## src/rtl/fetch_aligner.sv

```systemverilog
// Fetch aligner: turns word-aligned fetch words into whole RISC-V instructions.
// Compressed/halfword support is built only when ALIGNER_RVC_EN is defined.
module fetch_aligner #(
  parameter int unsigned XLEN      = 32,
  parameter logic [31:0] NOP_INSTR = 32'h0000_0013
) (
  input  logic            clk,
  input  logic            rst_n,
  input  logic            word_valid_i,
  output logic            word_ready_o,
  input  logic [31:0]     word_data_i,
  input  logic            flush_i,
  input  logic [XLEN-1:0] flush_pc_i,
  output logic            instr_valid_o,
  input  logic            instr_ready_i,
  output logic [31:0]     instr_o,
  output logic [XLEN-1:0] instr_pc_o,
  output logic            instr_is_comp_o
);

  logic [2:0][15:0] hbuf_q, hbuf_d;
  logic [1:0]       cnt_q, cnt_d;
  logic [XLEN-1:0]  pc_q, pc_d;
  logic             drop_lo_q, drop_lo_d;

  logic             is_long;
  logic             iss_valid;
  logic             issue;
  logic             accept;
  logic [1:0]       cons;
  logic [1:0]       cnt_post;
  logic [1:0]       add;
  logic [2:0][15:0] sh;

`ifdef ALIGNER_RVC_EN
  assign is_long   = hbuf_q[0][1:0] == 2'b11;
  assign iss_valid = is_long ? (cnt_q >= 2'd2)
                             : (cnt_q != 2'd0);
`else
  assign is_long   = 1'b1;
  assign iss_valid = cnt_q >= 2'd2;
`endif

  assign word_ready_o    = cnt_q <= 2'd1;
  assign accept          = word_valid_i
                         & word_ready_o
                         & ~flush_i;
  assign issue           = iss_valid & instr_ready_i;
  assign instr_valid_o   = iss_valid;
  assign instr_pc_o      = pc_q;
  assign instr_is_comp_o = iss_valid & ~is_long;

  assign instr_o = !iss_valid ? NOP_INSTR
                 : is_long    ? {hbuf_q[1], hbuf_q[0]}
                 :              {16'h0000, hbuf_q[0]};

  assign cons     = !issue  ? 2'd0
                  : is_long ? 2'd2
                  :           2'd1;
  assign cnt_post = cnt_q - cons;

  // Consume from the head, shift down, then append behind what is left.
  always_comb begin
    sh  = '0;
    add = 2'd0;
    unique case (1'b1)
      (cons == 2'd2): sh[0]   = hbuf_q[2];
      (cons == 2'd1): sh[1:0] = hbuf_q[2:1];
      default:        sh      = hbuf_q;
    endcase
    if (accept) begin
      if (drop_lo_q) begin
        add = 2'd1;
        if (cnt_post[0]) sh[1] = word_data_i[31:16];
        else             sh[0] = word_data_i[31:16];
      end else begin
        add = 2'd2;
        if (cnt_post[0]) begin
          sh[1] = word_data_i[15:0];
          sh[2] = word_data_i[31:16];
        end else begin
          sh[0] = word_data_i[15:0];
          sh[1] = word_data_i[31:16];
        end
      end
    end
  end

  always_comb begin
    hbuf_d    = sh;
    cnt_d     = cnt_post + add;
    drop_lo_d = accept ? 1'b0 : drop_lo_q;
    pc_d      = pc_q;
    if (issue)
      pc_d = pc_q + (is_long ? XLEN'(4) : XLEN'(2));
    if (flush_i) begin
      hbuf_d = hbuf_q;
      cnt_d  = 2'd0;
      pc_d   = flush_pc_i;
`ifdef ALIGNER_RVC_EN
      drop_lo_d = flush_pc_i[1];
`else
      drop_lo_d = 1'b0;
`endif
    end
  end

  always_ff @(posedge clk or negedge rst_n) begin
    if (!rst_n) begin
      hbuf_q    <= '0;
      cnt_q     <= 2'd0;
      pc_q      <= '0;
      drop_lo_q <= 1'b0;
    end else begin
      hbuf_q    <= hbuf_d;
      cnt_q     <= cnt_d;
      pc_q      <= pc_d;
      drop_lo_q <= drop_lo_d;
    end
  end

endmodule

```

## config.mk

```make
export PLATFORM = sky130hd
export DESIGN_NAME = fetch_aligner
export DESIGN_NICKNAME = d
export VERILOG_FILES = /design/src/rtl/fetch_aligner.sv
export SDC_FILE = /design/constraint.sdc
export NUM_CORES = 1
export LEC_CHECK = 0
export ABC_AREA = 1
export CAP_MARGIN = 0
export CORE_MARGIN = 10
export CORE_UTILIZATION = 64
export DETAILED_ROUTE_END_ITERATION = 10
export DONT_BUFFER_PORTS = 1
export GPL_ROUTABILITY_DRIVEN = 0
export PLACE_DENSITY = 0.89
export SETUP_SLACK_MARGIN = 0.5
export SYNTH_ARGS = -nofsm -noshare
export SYNTH_HDL_FRONTEND = slang
export SYNTH_SLANG_ARGS = --single-unit
```

## constraint.sdc

```tcl
create_clock -name clk -period 1.9 [get_ports clk]
set_clock_uncertainty 0.2 [all_clocks]
set_input_delay 0.095 -clock clk [delete_from_list [all_inputs] [get_ports clk]]
set_output_delay 0.095 -clock clk [all_outputs]
set_load 0.1 [all_outputs]
```

==> results.yml, run 1 <==
outcome:
  status: "stopped before the end"
  haltStage: "4_1_cts"
  stop_error: "[ERROR DPL-0038] Utilization greater than 100%, impossible to legalize"
placement:
  place_area_um2: 5633
  dp_cells: 778
  io_buffers: 0
  hpwlAfterDp_um: 9746
synthesis:
  yosys-top-cells-area: "dfrtp_1, nand2_1, inv_1"
  synthFlopType: "dfrtp_1"
  synth_cell_type_count: 31
  syn_area_um2: 4486
  synth_mux_area_frac: 0
  synth-compound-area-share: 0.06806
  seq_area_frac_synth: 0.4519
  yosysTopAreaCell: "dfrtp_1"
  syn_nets: 705
  syn_inst: 635
  yosys.area_share.simple: 0.3688
  avgSynthCellArea_um2: 7.064
  ys_ff_latch: 81
  async_reset_ff_frac: 1.000
  yosys.area_share.xor_xnor: 0.003905
  synth_edf_count: 0
  synth_top_area_share: 0.4519
  ys_warn_count: 0
  synthAdderAreaFrac: 0.002789
  synth_top_family_by_area: "simple AND/OR/NAND/NOR gates"
clock_tree:
  cts_buffers: 9
  clk_path_buf_depth: 2
  cts.sinks: 81
  clockRootBuffer: "clkbuf_8"
  cts_resized: 113
  hold_buffers: 78
  cts_setup_buffers: 19
  htree_num_levels: 3
floorplanning:
  rows: 30
  floorplan.initialDensity: 0.6602
  die_h_um: 103.7
  io_pins: 136
  die_w_um: 103.7
-- logic make-up after synthesis --
group           after synthesis
simple gates                386
buf+inv                     112
flops                        81
compound gates               52
xor+xnor                      2
fa+ha+maj                     1
other cells                   1
-- synth_stat cells (2+ instances only) --
library cell and number:
nand2_1 233, dfrtp_1 81, inv_1 78, nor2_1 70, nand3_1 53, o21ai_0 18
a31oi_1 15, buf_2 13, nand2_2 13, buf_4 7, clkbuf_1 7, a21oi_1 5
inv_2 5, nor2_2 5, o211ai_1 5, nor2_4 4, nand4_1 3, o21ai_1 3
a22oi_1 2, nor2_8 2, o21bai_1 2, xor2_1 2
-- through the flow --
| stage | setup WS, ns | utilization |
|---|---|---|
| after floorplan | 0.1249 | - |
| after global placement | 0.2194 | 0.8291 |
| after detailed placement | 0.1017 | 0.8291 |
==> inputs of run 2 (changes only) <==
CORE_UTILIZATION = 40   (was 64)
PLACE_DENSITY = not set   (was 0.89)
PLACE_DENSITY_LB_ADDON = 0.15   (was not set)
SETUP_SLACK_MARGIN = not set   (was 0.5)
==> results.yml, run 2 <==
outcome:
  status: "complete, but fails checks"
  violations: "negative hold slack"
synthesis:
  synth_cell_type_count: 31
  synth_top_area_share: 0.4519
  synth.most_common_cell: "nand2_1"
  seq_area_frac_synth: 0.4519
  ys_warn_count: 0
  yosysTopAreaCell: "dfrtp_1"
  synth_edf_count: 0
  syn_nets: 705
  ys_ff_latch: 81
  syn_inst: 635
  avgSynthCellArea_um2: 7.064
  synthFlopType: "dfrtp_1"
  yosys-top-cells-area: "dfrtp_1, nand2_1, inv_1"
  async_reset_ff_frac: 1.000
  syn_area_um2: 4486
  ys_top_cells_by_count: "nand2_1, dfrtp_1, inv_1"
global_routing:
  antenna_found_initial: 0
  grt_pass1_wl_um: 22860
  overflow: 0
  track_usage: 0.1714
  grt_pass1_vias: 4498
  grt_max_degree: 82
drt:
  drtIter0Drc: 326
  wl_um: 13850
  dr.pass1.iters: 5
  ant_nets: 0
  route.detailed.wl_per_inst_um: 14.96
  vias: 4511
  drc: 0
  via_per_inst: 4.871
finish:
  syn_to_final_growth_pct: 38.94
  final_cell_mix: "nand2_1, dlygate4sd3_1, buf_4"
  regMostFlops: "hbuf_q"
  fill_cells: 1017
  drive_above_1_share: 0.2036
  layout_commonest_cell: "nand2_1"
  n_antenna_cell: 0
  fin_nets: 851
  utilization: 0.5724
  largest_reg_flops: 48
timing:
  finalCriticalPeriod_ns: 1.797
  hold_viol_final: 81
  setup_tns_ns: 0
  drv_slew: 0
  fmax_ghz: 0.5564
  hold_ws_ns: -0.7775
  setup_viol: 0
  fin_crit_sh: 0.9460
critical_path:
  arrival_ns: 1.85
  crit_path_start: "flush_pc_i[0]"
  worstPathMaxFanout: 1
  cp-start-kind: "input port"
  cp.required_ns: 1.95
  reg2reg_to: "instr_pc_o[22]$_DFFE_PN0P_"
  cpMostUsedCell: "dlygate4sd3_1"
  cp_top_family: "buffers and inverters"
  r2r_start: "instr_pc_o[2]$_DFFE_PN0P_"
  endpoint: "instr_pc_o[0]$_DFFE_PN0P_"
  reg2reg_depth: 10
  cp_cell_sequence: "dlygate4sd3_1 -> nand2_1 -> dlygate4sd3_1 -> nand2_1 -> dlygate4sd3_1"
  cp_num_buf_inv: 3
  slowest_stage: "dlygate4sd3_1"
  crit_type: "input port to register"
  slowest_delay_ns: 0.55
  cp-end-kind: "register"
  worst-path-stages: 5
  r2r_setup_slack_ns: 0.12
floorplanning:
  dieArea_um2: 15850
  rows: 38
  die_w_um: 125.9
  floorplan.initialDensity: 0.4120
  io_pins: 136
  core_um2: 10890
  die_h_um: 125.9
clock_tree:
  cts_tree: "built"
  clockRootBuffer: "clkbuf_8"
  cts.sinks: 81
  clk_path_buf_depth: 2
  hold_buffers: 81
  cts_buffers: 9
  path_clk_slew_ns: 0.09
  htree_num_levels: 3
  clk_latency_ns: 0.36
power:
  fin_total_pwr_w: 0.005541
  power_density_nw_per_um2: 889.0
  ir_drop_mv: 0.4489
  p_leak_nw: 3.153
placement:
  io_buffers: 0
  hpwlAfterDp_um: 9575
job:
  drv_cap: 0
min_path:
  hold_path_class: "input port to async pin"
-- run 2: how the worst min path moves through the flow --
stage	start	end
6_report	rst_n	instr_pc_o[17]$_DFFE_PN0P_
5_1_grt	rst_n	hbuf_q[23]$_DFFE_PN0P_
4_1_cts	rst_n	instr_pc_o[17]$_DFFE_PN0P_
3_5_place_dp	rst_n	instr_pc_o[11]$_DFFE_PN0P_
3_3_place_gp	rst_n	instr_pc_o[11]$_DFFE_PN0P_
2_1_floorplan	rst_n	cnt_q[1]$_DFF_PN0_
-- run 2: per-layer routing --
metal	GRT usage	up-vias	share of wire
met5	0	-	0
met4	0.04622	0	0.0077
met3	0.04740	13	0.070
met2	0.2773	141	0.48
met1	0.2201	2115	0.45
li1	-	2242	-
-- run 2: final cells by class --
cell class,count,area (um2),share of cell area
clock buffer,10,137.6,0.02208
inverter,84,317.8,0.05099
clock inverter,6,73.82,0.01185
tap,140,175.2,0.02811
timing repair buffer,163,1454,0.2333
multi-input combinational,442,2006,0.3218
sequential,81,2068,0.3319
-- run 2: worst register-to-register path: stages (launching register included) --
cell,delay [ns]
dfrtp_4,0.45
ha_4,0.13
nand2_1,0.07
nor2_1,0.16
nand2_2,0.14
nor2_4,0.20
nand2_1,0.08
nand2_1,0.07
nand3_1,0.07
nand2_1,0.07
nand2_1,0.04
-- run 2: stage by stage --
step,instances,setup WS [ns],instance area [um2]
2_1_floorplan,635,-0.01444,4538
3_3_place_gp,825,0.1885,5177
3_5_place_dp,825,0.1443,5177
4_1_cts,922,0.01770,6200
5_1_grt,926,-0.0005753,6232
6_report,926,0.1026,6232
-- run 2: where the power goes --
part,leakage [nW],switching [W],internal [W],total [W]
logic,2.06,0.00151,0.000521,0.00203
registers,0.985,0.000189,0.00196,0.00214
clock network,0.107,0.000704,0.000660,0.00136
-- run 2: kinds of logic (layout without fill, tap and decap cells) --
logic type | count (synthesis) | in the layout | synth area share
flops | 81 | 81 | 0.4519
buf+inv | 112 | 263 | 0.1038
other cells | 1 | 1 | 0.0008360
compound gates | 52 | 52 | 0.06806
simple gates | 386 | 386 | 0.3688
fa+ha+maj | 1 | 1 | 0.002789
xor+xnor | 2 | 2 | 0.003906
-- run 2: repair_timing --
| action | in CTS | in global routing |
|---|---|---|
| setup buffers | 0 | 4 |
| endpoints found under the setup margin | 0 | 19 |
| endpoints found under the hold margin | 146 | 81 |
| gates resized for setup | 0 | 1 |
No activity file was read; power rests on OpenSTA's default activity.
